File: src/rtl/mem_arbiter.sv
// mem_arbiter
// Shares the single data-memory handshake between the instruction-side cache
// (port 0) and the data-side write-back cache (port 1). It serves one request
// at a time and holds the memory strobe, address and data stable until memory
// answers. It then returns a one-cycle response to the owning port. A sticky
// error flag records any memory access that never completed.
//
// state   | meaning
// --------+---------------------------------------------------------------
// IDLE    | no transaction; arbitrate between requesting ports
// BUSY    | strobe to memory held from latched registers, waiting mem_valid
// RESP    | one-cycle response pulse to the owner, memory strobes low

module mem_arbiter #(
   parameter int TIMEOUT    = 16,
   parameter int FIXED_PRIO = 0
) (
   input  logic        clk,
   input  logic        rst,

   input  logic        req0_read,
   input  logic        req0_write,
   input  logic [31:0] req0_addr,
   input  logic [31:0] req0_wdata,
   output logic        resp0_valid,
   output logic [31:0] resp0_rdata,

   input  logic        req1_read,
   input  logic        req1_write,
   input  logic [31:0] req1_addr,
   input  logic [31:0] req1_wdata,
   output logic        resp1_valid,
   output logic [31:0] resp1_rdata,

   output logic        mem_read,
   output logic        mem_write,
   output logic [31:0] mem_addr,
   output logic [31:0] mem_wdata,
   input  logic [31:0] mem_rdata,
   input  logic        mem_valid,

   output logic        busy,
   output logic        timeout_err
);

   // Last counter value of a BUSY phase; TIMEOUT is limited to 2..255.
   localparam logic [7:0] CNT_LAST = 8'(TIMEOUT - 1);

   typedef enum logic [1:0] {
      ST_IDLE = 2'd0,
      ST_BUSY = 2'd1,
      ST_RESP = 2'd2
   } state_t;

   state_t      r_state;
   state_t      w_state_nxt;

   logic        r_owner;
   logic        r_op_write;
   logic        r_last_grant;
   logic        r_timeout_err;
   logic [31:0] r_addr;
   logic [31:0] r_wdata;
   logic [31:0] r_rdata;
   logic [7:0]  r_cnt;

   logic        w_req0;
   logic        w_req1;
   logic        w_any_req;
   logic        w_grant_port;
   logic        w_grant_write;
   logic [31:0] w_grant_addr;
   logic [31:0] w_grant_wdata;
   logic        w_in_idle;
   logic        w_in_busy;
   logic        w_in_resp;
   logic        w_tmo_hit;
   logic        w_grant;
   logic        w_mem_done;
   logic        w_tmo_fire;

   assign w_req0    = req0_read | req0_write;
   assign w_req1    = req1_read | req1_write;
   assign w_any_req = w_req0 | w_req1;

   assign w_in_idle = (r_state == ST_IDLE);
   assign w_in_busy = (r_state == ST_BUSY);
   assign w_in_resp = (r_state == ST_RESP);

   assign w_tmo_hit  = (r_cnt == CNT_LAST);
   assign w_grant    = w_in_idle & w_any_req;
   assign w_mem_done = w_in_busy & mem_valid;
   assign w_tmo_fire = w_in_busy & ~mem_valid & w_tmo_hit;

   // Arbitration: a lone requester wins; a tie goes to port 1 under fixed
   // priority, otherwise to the port that was not granted last.
   always_comb begin
      w_grant_port = 1'b0;
      if (w_req0 && w_req1) begin
         if (FIXED_PRIO != 0) begin
            w_grant_port = 1'b1;
         end else begin
            w_grant_port = ~r_last_grant;
         end
      end else begin
         w_grant_port = w_req1;
      end
   end

   // Operation of the winner; a simultaneous read is dropped in favour of the write.
   always_comb begin
      w_grant_write = req0_write;
      w_grant_addr  = req0_addr;
      w_grant_wdata = req0_wdata;
      if (w_grant_port) begin
         w_grant_write = req1_write;
         w_grant_addr  = req1_addr;
         w_grant_wdata = req1_wdata;
      end
   end

   // State register.
   always_ff @(posedge clk or negedge rst) begin
      if (!rst) begin
         r_state <= ST_IDLE;
      end else begin
         r_state <= w_state_nxt;
      end
   end

   // Next-state decode; mem_valid only matters while BUSY.
   always_comb begin
      w_state_nxt = r_state;
      case (r_state)
         ST_IDLE: begin
            if (w_any_req) begin
               w_state_nxt = ST_BUSY;
            end
         end
         ST_BUSY: begin
            if (mem_valid || w_tmo_hit) begin
               w_state_nxt = ST_RESP;
            end
         end
         ST_RESP: begin
            w_state_nxt = ST_IDLE;
         end
         default: begin
            w_state_nxt = ST_IDLE;
         end
      endcase
   end

   // Transaction registers captured on grant and held through BUSY and RESP.
   always_ff @(posedge clk or negedge rst) begin
      if (!rst) begin
         r_owner    <= 1'b0;
         r_op_write <= 1'b0;
         r_addr     <= '0;
         r_wdata    <= '0;
      end else if (w_grant) begin
         r_owner    <= w_grant_port;
         r_op_write <= w_grant_write;
         r_addr     <= w_grant_addr;
         r_wdata    <= w_grant_wdata;
      end
   end

   // Last-grant history for round-robin; reset to port 1 so port 0 wins the first tie.
   always_ff @(posedge clk or negedge rst) begin
      if (!rst) begin
         r_last_grant <= 1'b1;
      end else if (w_grant) begin
         r_last_grant <= w_grant_port;
      end
   end

   // BUSY cycle counter, cleared on grant and advanced while memory is silent.
   always_ff @(posedge clk or negedge rst) begin
      if (!rst) begin
         r_cnt <= '0;
      end else if (w_grant) begin
         r_cnt <= '0;
      end else if (w_in_busy && !mem_valid && !w_tmo_hit) begin
         r_cnt <= r_cnt + 8'd1;
      end
   end

   // Response data: memory read data, or zero for writes and timeouts.
   always_ff @(posedge clk or negedge rst) begin
      if (!rst) begin
         r_rdata <= '0;
      end else if (w_mem_done) begin
         r_rdata <= r_op_write ? 32'd0 : mem_rdata;
      end else if (w_tmo_fire) begin
         r_rdata <= '0;
      end
   end

   // Sticky timeout flag; only reset clears it.
   always_ff @(posedge clk or negedge rst) begin
      if (!rst) begin
         r_timeout_err <= 1'b0;
      end else if (w_tmo_fire) begin
         r_timeout_err <= 1'b1;
      end
   end

   // Outputs are decoded from registered state only.
   assign busy        = w_in_busy | w_in_resp;
   assign mem_read    = w_in_busy & ~r_op_write;
   assign mem_write   = w_in_busy & r_op_write;
   assign mem_addr    = r_addr;
   assign mem_wdata   = r_wdata;
   assign resp0_valid = w_in_resp & ~r_owner;
   assign resp1_valid = w_in_resp & r_owner;
   assign resp0_rdata = resp0_valid ? r_rdata : 32'd0;
   assign resp1_rdata = resp1_valid ? r_rdata : 32'd0;
   assign timeout_err = r_timeout_err;

endmodule
File: config.mk
export PLATFORM = sky130hd
export DESIGN_NAME = mem_arbiter
export DESIGN_NICKNAME = d
export VERILOG_FILES = /design/src/rtl/mem_arbiter.sv
export SDC_FILE = /design/constraint.sdc
export NUM_CORES = 1
export LEC_CHECK = 0
export CAP_MARGIN = 20
export CORE_ASPECT_RATIO = 1.75
export CORE_UTILIZATION = 44
export DETAILED_ROUTE_END_ITERATION = 10
export PLACE_DENSITY = 0.87
export SLEW_MARGIN = 20
export SYNTH_ARGS = -nofsm -noshare
export SYNTH_HDL_FRONTEND = slang
export SYNTH_SLANG_ARGS = --single-unit
export TNS_END_PERCENT = 30
File: constraint.sdc
create_clock -name clk -period 5.35 [get_ports clk]
set_input_delay 1.07 -clock clk [delete_from_list [all_inputs] [get_ports clk]]
set_output_delay 1.07 -clock clk [all_outputs]
set_load 0.005 [all_outputs]
==> results of run 1 <==
[metrics by stage]
stage | power, mW | instances | worst slack, ns | area [µm²]
6_report | 4.69 | 1069 | 1.78 | 9160
2_1_floorplan | 2.88 | 637 | 2.92 | 6010
3_3_place_gp | 3.90 | 1053 | 2.03 | 8850
3_5_place_dp | 3.98 | 1053 | 1.99 | 8850
4_1_cts | 4.69 | 1069 | 1.80 | 9150
5_1_grt | 5.01 | 1069 | 1.61 | 9160
[flip-flops by register name (all words and copies together), names as in the netlist]
name          count
mem_addr         32
r_last_grant      1
r_op_write        1
mem_wdata        32
timeout_err       1
r_rdata          32
r_cnt             8
r_state           2
r_owner           1
[worst reg2reg max path, delay by kind of cell, from the launching register on]
family | cells | cell delay (ns)
buffers and inverters | 2 | 0.65
and+or+nand+nor | 1 | 0.10
AOI/OAI and AO/OA | 2 | 0.84
DFF | 1 | 0.41
adders and majority gates | 1 | 0.35
[worst paths after layout]
path	from	to
max reg2reg	r_state[1]	mem_addr[27]
max	r_state[0]	resp0_rdata[15]
max in group asynchronous	rst	mem_addr[31]
min reg2reg	timeout_err	timeout_err
min	timeout_err	timeout_err
min in group asynchronous	rst	r_rdata[16]
[power by group through the flow]
stage	Combinational, mW	Sequential (mW)	Clock (mW)
6_report	2.43	1.55	0.705
5_1_grt	2.66	1.60	0.747
4_1_cts	2.43	1.54	0.718
3_5_place_dp	2.43	1.55	0
3_3_place_gp	2.37	1.53	0
2_1_floorplan	1.39	1.50	0
[metal layers]
layer | GRT usage [%] | up-vias | wire (µm)
met5 | 0 | - | 0
met4 | 13.3 | 0 | 892
met3 | 5.44 | 54 | 1020
met2 | 49.9 | 295 | 10600
met1 | 31.2 | 2956 | 7450
li1 | - | 2823 | -
[cell usage in the layout (no fill, tap or decap), types with 5 or more instances in the layout]
cell and n:
a21bo_2 30, nand2_1 6, ha_1 5, a31oi_1 64
and2_1 34, a21oi_1 71, and3_1 34, nor2_1 66
o21ai_0 67, dfrtp_1 109, clkdlybuf4s50_1 299, clkbuf_16 9
a211oi_1 5, a22oi_1 31, buf_4 10
[final cells by class]
class	count	share of cell area [%]
Multi-Input combinational cell	456	30.6
Timing Repair Buffer	309	33.5
Sequential cell	110	30.1
Inverter	4	0.164
Clock buffer	9	2.46
Clock inverter	7	0.888
Tap cell	174	2.38
[kinds of logic after synthesis]
kind of cell	Yosys count	share of synthesized area (%)
compound gates	286	30.4
simple gates	163	14.2
fa+ha+maj	5	1.04
flops	110	45.8
mux	2	0.333
buf+inv	71	8.12
==> flow_summary.json, run 1 <==
{
  "grt_overflow": 0,
  "period_needed_ns": 3.57,
  "cts_resized": 0,
  "worst_pin_slew_ns": 1.04,
  "setup_violations": 0,
  "num_vias": 6128,
  "avgRoutedWirePerCell_um": 18.6,
  "path_buf_inv": 4,
  "syn_area_um2": 6010,
  "antenna_found_initial": 0,
  "start_kind": "register",
  "ctsHtreeMaxLevel": 3,
  "fmax_mhz": 280,
  "maxSlewHeadroom_pct": 30.3,
  "reg2reg_depth": 6,
  "postLayoutCoreUtil_pct": 68.4,
  "finalSetupTns_ns": 0,
  "power.internal_mw": 2.96,
  "drtIter0Drc": 469,
  "hold-worst-slack_ns": 0.515,
  "netlist_instances": 637,
  "ys_seq_area_share_pct": 45.8,
  "place_congestion": 0.861,
  "crit_cells": 7,
  "cp_cell_sequence": "inv_1 > ha_1 > buf_4 > nor2b_1 > buf_4 > and2_1 > clkdlybuf4s50_1",
  "die_h_um": 157,
  "switchingPower_mw": 1.73,
  "dpl.hpwl_mm": 14.0,
  "grtUsageTotal_pct": 27.7,
  "drt-total-wl_mm": 19.9,
  "critPathKind": "reg -> out",
  "clkSlewWorstSetupHoldPaths_ns": 0.08,
  "yosysUniqueCellTypes": 46,
  "r2r_slack_ns": 2.92,
  "clock_path_buffers": 2,
  "rsz0062_at_grt": "false",
  "power_leakage_nw": 3.66,
  "die_w_um": 90.3,
  "yosysTopAreaCell": "dfrtp_1",
  "cp_common_cell": "buf_4",
  "fillers": 1062,
  "clock-sinks": 110,
  "cts-buffers-inserted": 9,
  "crit_family": "buffers and inverters",
  "area_growth_pct": 52.5,
  "grt_pass1_wl_mm": 31.0,
  "io_buffers": 300,
  "slowest_stage": "clkdlybuf4s50_1",
  "pin_count": 301,
  "critPathMaxFanout": 34,
  "syn_avg_cell_area_um2": 9.43,
  "post-route-period-util_pct": 66.7,
  "slew_violations": 0,
  "antenna_left": 0,
  "grt_pass1_vias": 5972,
  "clockPowerShare_pct": 15.1,
  "worstPathArrival_ns": 2.50,
  "maxCapViolCount": 0,
  "drive_gt1_share_pct": 7.49,
  "finalNetCount": 1062,
  "multi_input_area_um2": 2800,
  "power_density_nw_per_um2": 511,
  "synth_warnings": 0,
  "peakVddDrop_uv": 332,
  "ys_ff_latch": 110,
  "row_count": 56,
  "clkLatencyLatePin_ns": 0.35,
  "yosys-top-cells-count": "dfrtp_1, a21oi_1, o21ai_0",
  "syn-num-nets": 809,
  "synth_edf_count": 0,
  "diodes": 0,
  "regArea_um2": 2750,
  "crit_required_ns": 4.28,
  "viasPerCell": 5.73,
  "cts_hold_buf": 0,
  "synth_most_common_cell": "dfrtp_1",
  "whs_path_depth": 1,
  "max_stage_delay_ns": 0.52,
  "cts_setup_buffers": 0,
  "start_util_pct": 44.9,
  "core_area_um2": 13400,
  "async_flop_share_pct": 100,
  "drc": 0,
  "grt_max_degree": 74,
  "clock_skew_ns": 0.00811,
  "cts_tree": "done",
  "synth_area_leaders": "dfrtp_1, a31oi_1, a21oi_1, o21ai_0, a21bo_2",
  "pwr-share-seq_pct": 33.1,
  "status": "completed",
  "ys.flop_type": "dfrtp_1",
  "yosysTopAreaCellShare_pct": 45.4,
  "clock-root-buffer": "clkbuf_16",
  "dieArea_um2": 14100,
  "finalHoldViolCount": 0,
  "switching_share_pct": 36.9,
  "first_pass_iters": 5,
  "hold_path_class": "reg -> reg",
  "cp-end-kind": "primary output",
  "combinationalPowerShare_pct": 51.9
}
(Power assumes the default switching activity.)
==> inputs of run 2 (changes only) <==
- CORE_UTILIZATION: 44 -> 41
- PLACE_DENSITY: 0.87 -> 0.82
- clock period: 5.35 -> 3.7 ns (I/O delays scaled with it)
==> flow_summary.json, run 2 (synthesized netlist as in run 1, its figures left out) <==
{
  "final_cell_mix": "clkdlybuf4s50_1, dfrtp_1, a21oi_1",
  "cts_resized": 0,
  "core_area_um2": 14400,
  "critPathKind": "reg -> out",
  "place_inst": 1068,
  "start_util_pct": 41.8,
  "grt_pass1_wl_mm": 29.7,
  "drtIter0Drc": 315,
  "path_buf_inv": 4,
  "clock-root-buffer": "clkbuf_16",
  "avgRoutedWirePerCell_um": 18.0,
  "clock_path_buffers": 2,
  "diodes": 0,
  "crit_family": "buffers and inverters",
  "die_w_um": 93.5,
  "dpl.hpwl_mm": 14.1,
  "multi_input_area_um2": 2790,
  "cp_common_cell": "buf_4",
  "clock_skew_ns": 0.0101,
  "place_ws_ns": 0.916,
  "maxSlewHeadroom_pct": 31.8,
  "post-route-period-util_pct": 85.6,
  "clock-sinks": 110,
  "finalSetupTns_ns": 0,
  "slew_violations": 0,
  "hold-worst-slack_ns": 0.420,
  "grt_overflow": 0,
  "cp-end-kind": "primary output",
  "slowest_stage": "clkdlybuf4s50_1",
  "cts_hold_buf": 0,
  "critPathMaxFanout": 34,
  "rsz0062_at_grt": "false",
  "reg2reg_depth": 6,
  "grt_max_degree": 53,
  "finalNetCount": 1071,
  "r2r_slack_ns": 1.57,
  "dieArea_um2": 15200,
  "grtUsageTotal_pct": 25.1,
  "worst_slack_ns": 0.534,
  "ctsHtreeMaxLevel": 3,
  "clkLatencyLatePin_ns": 0.35,
  "regArea_um2": 2750,
  "worst_pin_slew_ns": 1.02,
  "postLayoutCoreUtil_pct": 64.2,
  "layout_commonest_cell": "clkdlybuf4s50_1",
  "antenna_left": 0,
  "hold_path_class": "in -> async",
  "period_needed_ns": 3.17,
  "io_buffers": 300,
  "final_cells": 1084,
  "power_leakage_nw": 3.71,
  "grt_pass1_vias": 5850,
  "cp_cell_sequence": "inv_1 > ha_1 > buf_4 > nor2b_1 > buf_4 > and2_1 > clkdlybuf4s50_1",
  "viasPerCell": 5.68,
  "antenna_found_initial": 0,
  "finalPower_mw": 6.75,
  "place_area_um2": 8930,
  "worstPathArrival_ns": 2.43,
  "cts_tree": "done",
  "crit_cells": 7,
  "power_density_nw_per_um2": 732,
  "start_kind": "register",
  "maxCapViolCount": 0,
  "crit_required_ns": 2.96,
  "place_congestion": 0.858,
  "drive_gt1_share_pct": 8.30,
  "max_stage_delay_ns": 0.52,
  "fmax_mhz": 316,
  "row_count": 58,
  "die_h_um": 162,
  "first_pass_iters": 5,
  "drc": 0,
  "cts-buffers-inserted": 9,
  "cts_setup_buffers": 0,
  "drt-total-wl_mm": 19.5,
  "status": "completed",
  "area_growth_pct": 53.5,
  "num_vias": 6155,
  "pin_count": 301,
  "clkSlewWorstSetupHoldPaths_ns": 0.08,
  "finalHoldViolCount": 0,
  "peakVddDrop_uv": 403,
  "fin_area_um2": 9230,
  "setup_violations": 0,
  "fillers": 1205
}
==> run 2: cell count changes in the layout (fill, tap and decap cells not counted), sizes merged <==
| cell | change |
|---|---|
| buf | +9 |
| bufinv | -1 |
| clkinv | +1 |
| clkbuf | +1 |
| clkinvlp | -1 |
==> run 2: worst paths after layout <==
| path | startpoint | end |
|---|---|---|
| setup / recovery | r_state[0] | resp0_rdata[26] |
| hold / removal | rst | r_rdata[20] |
| setup reg to reg | r_state[1] | r_rdata[25] |
| hold reg to reg | timeout_err | timeout_err |
| max in group asynchronous | rst | mem_addr[21] |
| min in group clk | timeout_err | timeout_err |
==> run 2: layout make-up <==
type / instances / area share [%]
Timing Repair Buffer: 318 / 34.1
Multi-Input combinational cell: 456 / 30.3
Sequential cell: 110 / 29.9
Clock buffer: 10 / 2.59
Tap cell: 180 / 2.44
Clock inverter: 6 / 0.570
Inverter: 4 / 0.163
==> run 2: where the power goes <==
part | switching [mW] | internal [mW]
logic | 1.61 | 1.98
clock network | 0.471 | 0.489
registers | 0.414 | 1.79
==> run 2: per-layer routing <==
layer | part of all wire [%] | routed length [µm] | vias to the layer above | track usage (%)
li1 | - | - | 2856 | -
met1 | 37 | 7160 | 2939 | 28.1
met2 | 52 | 10200 | 292 | 44.0
met3 | 5.9 | 1160 | 68 | 4.40
met4 | 4.9 | 956 | 0 | 14.8
met5 | 0 | 0 | - | 0
==> inputs of run 3 (changes only) <==
- CAP_MARGIN: 20 -> default
- clock period: 3.7 -> 3.1 ns (I/O delays scaled with it)
==> flow_summary.json, run 3 (synthesized netlist as in run 1, its figures left out) <==
{
  "pin_count": 301,
  "drc": 0,
  "row_count": 58,
  "wl_met3_mm": 1.18,
  "dieArea_um2": 15200,
  "peakVddDrop_uv": 478,
  "slew_violations": 0,
  "grtUsageTotal_pct": 25.1,
  "power_leakage_nw": 3.71,
  "clock_skew_ns": 0.0138,
  "cp-end-kind": "primary output",
  "start_util_pct": 41.8,
  "period_needed_ns": 2.80,
  "slowest_stage": "clkdlybuf4s50_1",
  "critPathKind": "reg -> out",
  "ctsHtreeMaxLevel": 3,
  "die_h_um": 162,
  "cts_hold_buf": 0,
  "hold_path_class": "in -> async",
  "critPathMaxFanout": 33,
  "post-route-period-util_pct": 90.4,
  "viasPerCell": 5.61,
  "finalHoldViolCount": 0,
  "cts_tree": "done",
  "grt_max_degree": 72,
  "start_kind": "register",
  "worst_pin_slew_ns": 1.05,
  "grt_overflow": 0,
  "clock_path_buffers": 2,
  "top_layer": "met4",
  "worst_slack_ns": 0.299,
  "die_w_um": 93.5,
  "drive_gt1_share_pct": 7.89,
  "avgRoutedWirePerCell_um": 17.7,
  "drt-met1-wl_mm": 6.92,
  "drtIter0Drc": 341,
  "fmax_mhz": 357,
  "place_congestion": 0.862,
  "cp_cell_sequence": "inv_1 > ha_1 > nor2b_1 > buf_4 > and2_1 > clkdlybuf4s50_1",
  "area_growth_pct": 53.6,
  "rsz0062_at_grt": "false",
  "cts_setup_buffers": 0,
  "place_ws_ns": 0.543,
  "antenna_found_initial": 0,
  "antenna_left": 0,
  "grt_pass1_wl_mm": 29.8,
  "clkLatencyLatePin_ns": 0.35,
  "dpl.hpwl_mm": 13.5,
  "setup_violations": 0,
  "cts_resized": 0,
  "crit_family": "buffers and inverters",
  "status": "completed",
  "dr_wl_met2_mm": 10.2,
  "power_density_nw_per_um2": 866,
  "cts-buffers-inserted": 9,
  "num_vias": 6064,
  "diodes": 0,
  "layout_commonest_cell": "clkdlybuf4s50_1",
  "crit_required_ns": 2.48,
  "fin_area_um2": 9230,
  "finalSetupTns_ns": 0,
  "clkSlewWorstSetupHoldPaths_ns": 0.08,
  "maxCapViolCount": 0,
  "final_cell_mix": "clkdlybuf4s50_1, dfrtp_1, a21oi_1",
  "grt_pass1_vias": 5963,
  "place_area_um2": 8950,
  "clock-root-buffer": "clkbuf_16",
  "finalPower_mw": 7.99,
  "core_area_um2": 14400,
  "worstPathArrival_ns": 2.18,
  "finalNetCount": 1068,
  "maxSlewHeadroom_pct": 29.6,
  "max_stage_delay_ns": 0.50,
  "path_buf_inv": 3,
  "drt-total-wl_mm": 19.1,
  "clock-sinks": 110,
  "io_buffers": 300,
  "first_pass_iters": 5
}
run 3: cell count changes in the layout (fill, tap and decap cells not counted), sizes merged:
cell | previous run | this run
inv | 7 | 6
clkinv | 2 | 3
clkinvlp | 1 | 0
buf | 19 | 16
run 3: where the power goes:
group / internal (mW) / switching (mW)
registers: 2.14 / 0.468
clock network: 0.574 / 0.541
logic: 2.38 / 1.89
total: 5.09 / 2.90
run 3: layout make-up:
cell class                      count  area, µm²
Fill cell                        1237       5140
Timing Repair Buffer              315       3160
Multi-Input combinational cell    456       2790
Sequential cell                   110       2750
Clock buffer                       10        239
Tap cell                          180        225
Clock inverter                      5       42.5
Inverter                            4       15.0
run 3: through the flow:
| stage | cells | hold slack (ns) | utilization [%] |
|---|---|---|---|
| floorplan | 637 | 0.324 | - |
| global placement | 1065 | 0.450 | 62.3 |
| detailed placement | 1065 | 0.489 | 62.3 |
| CTS | 1080 | 0.376 | 64.2 |
| global route | 1080 | 0.405 | 64.2 |
| finish | 1080 | 0.345 | 64.2 |
run 3: path summary, 6_finish.rpt:
check,startpoint,slack (ns),cells after the start,end
worst min register to register,timeout_err,0.49,1,timeout_err
worst max register to register,r_state[0],1.00,6,mem_wdata[5]
worst min-delay path,rst,0.34,1,r_rdata[20]
worst max-delay path,r_state[0],0.30,6,resp0_rdata[27]
min in group clk,timeout_err,0.49,1,timeout_err
max in group asynchronous,rst,2.02,2,mem_wdata[19]
run 3: per-layer routing:
metal	track usage (%)	vias up
li1	-	2847
met1	27.4	2875
met2	45.2	287
met3	5.06	55
met4	13.1	0
met5	0	-
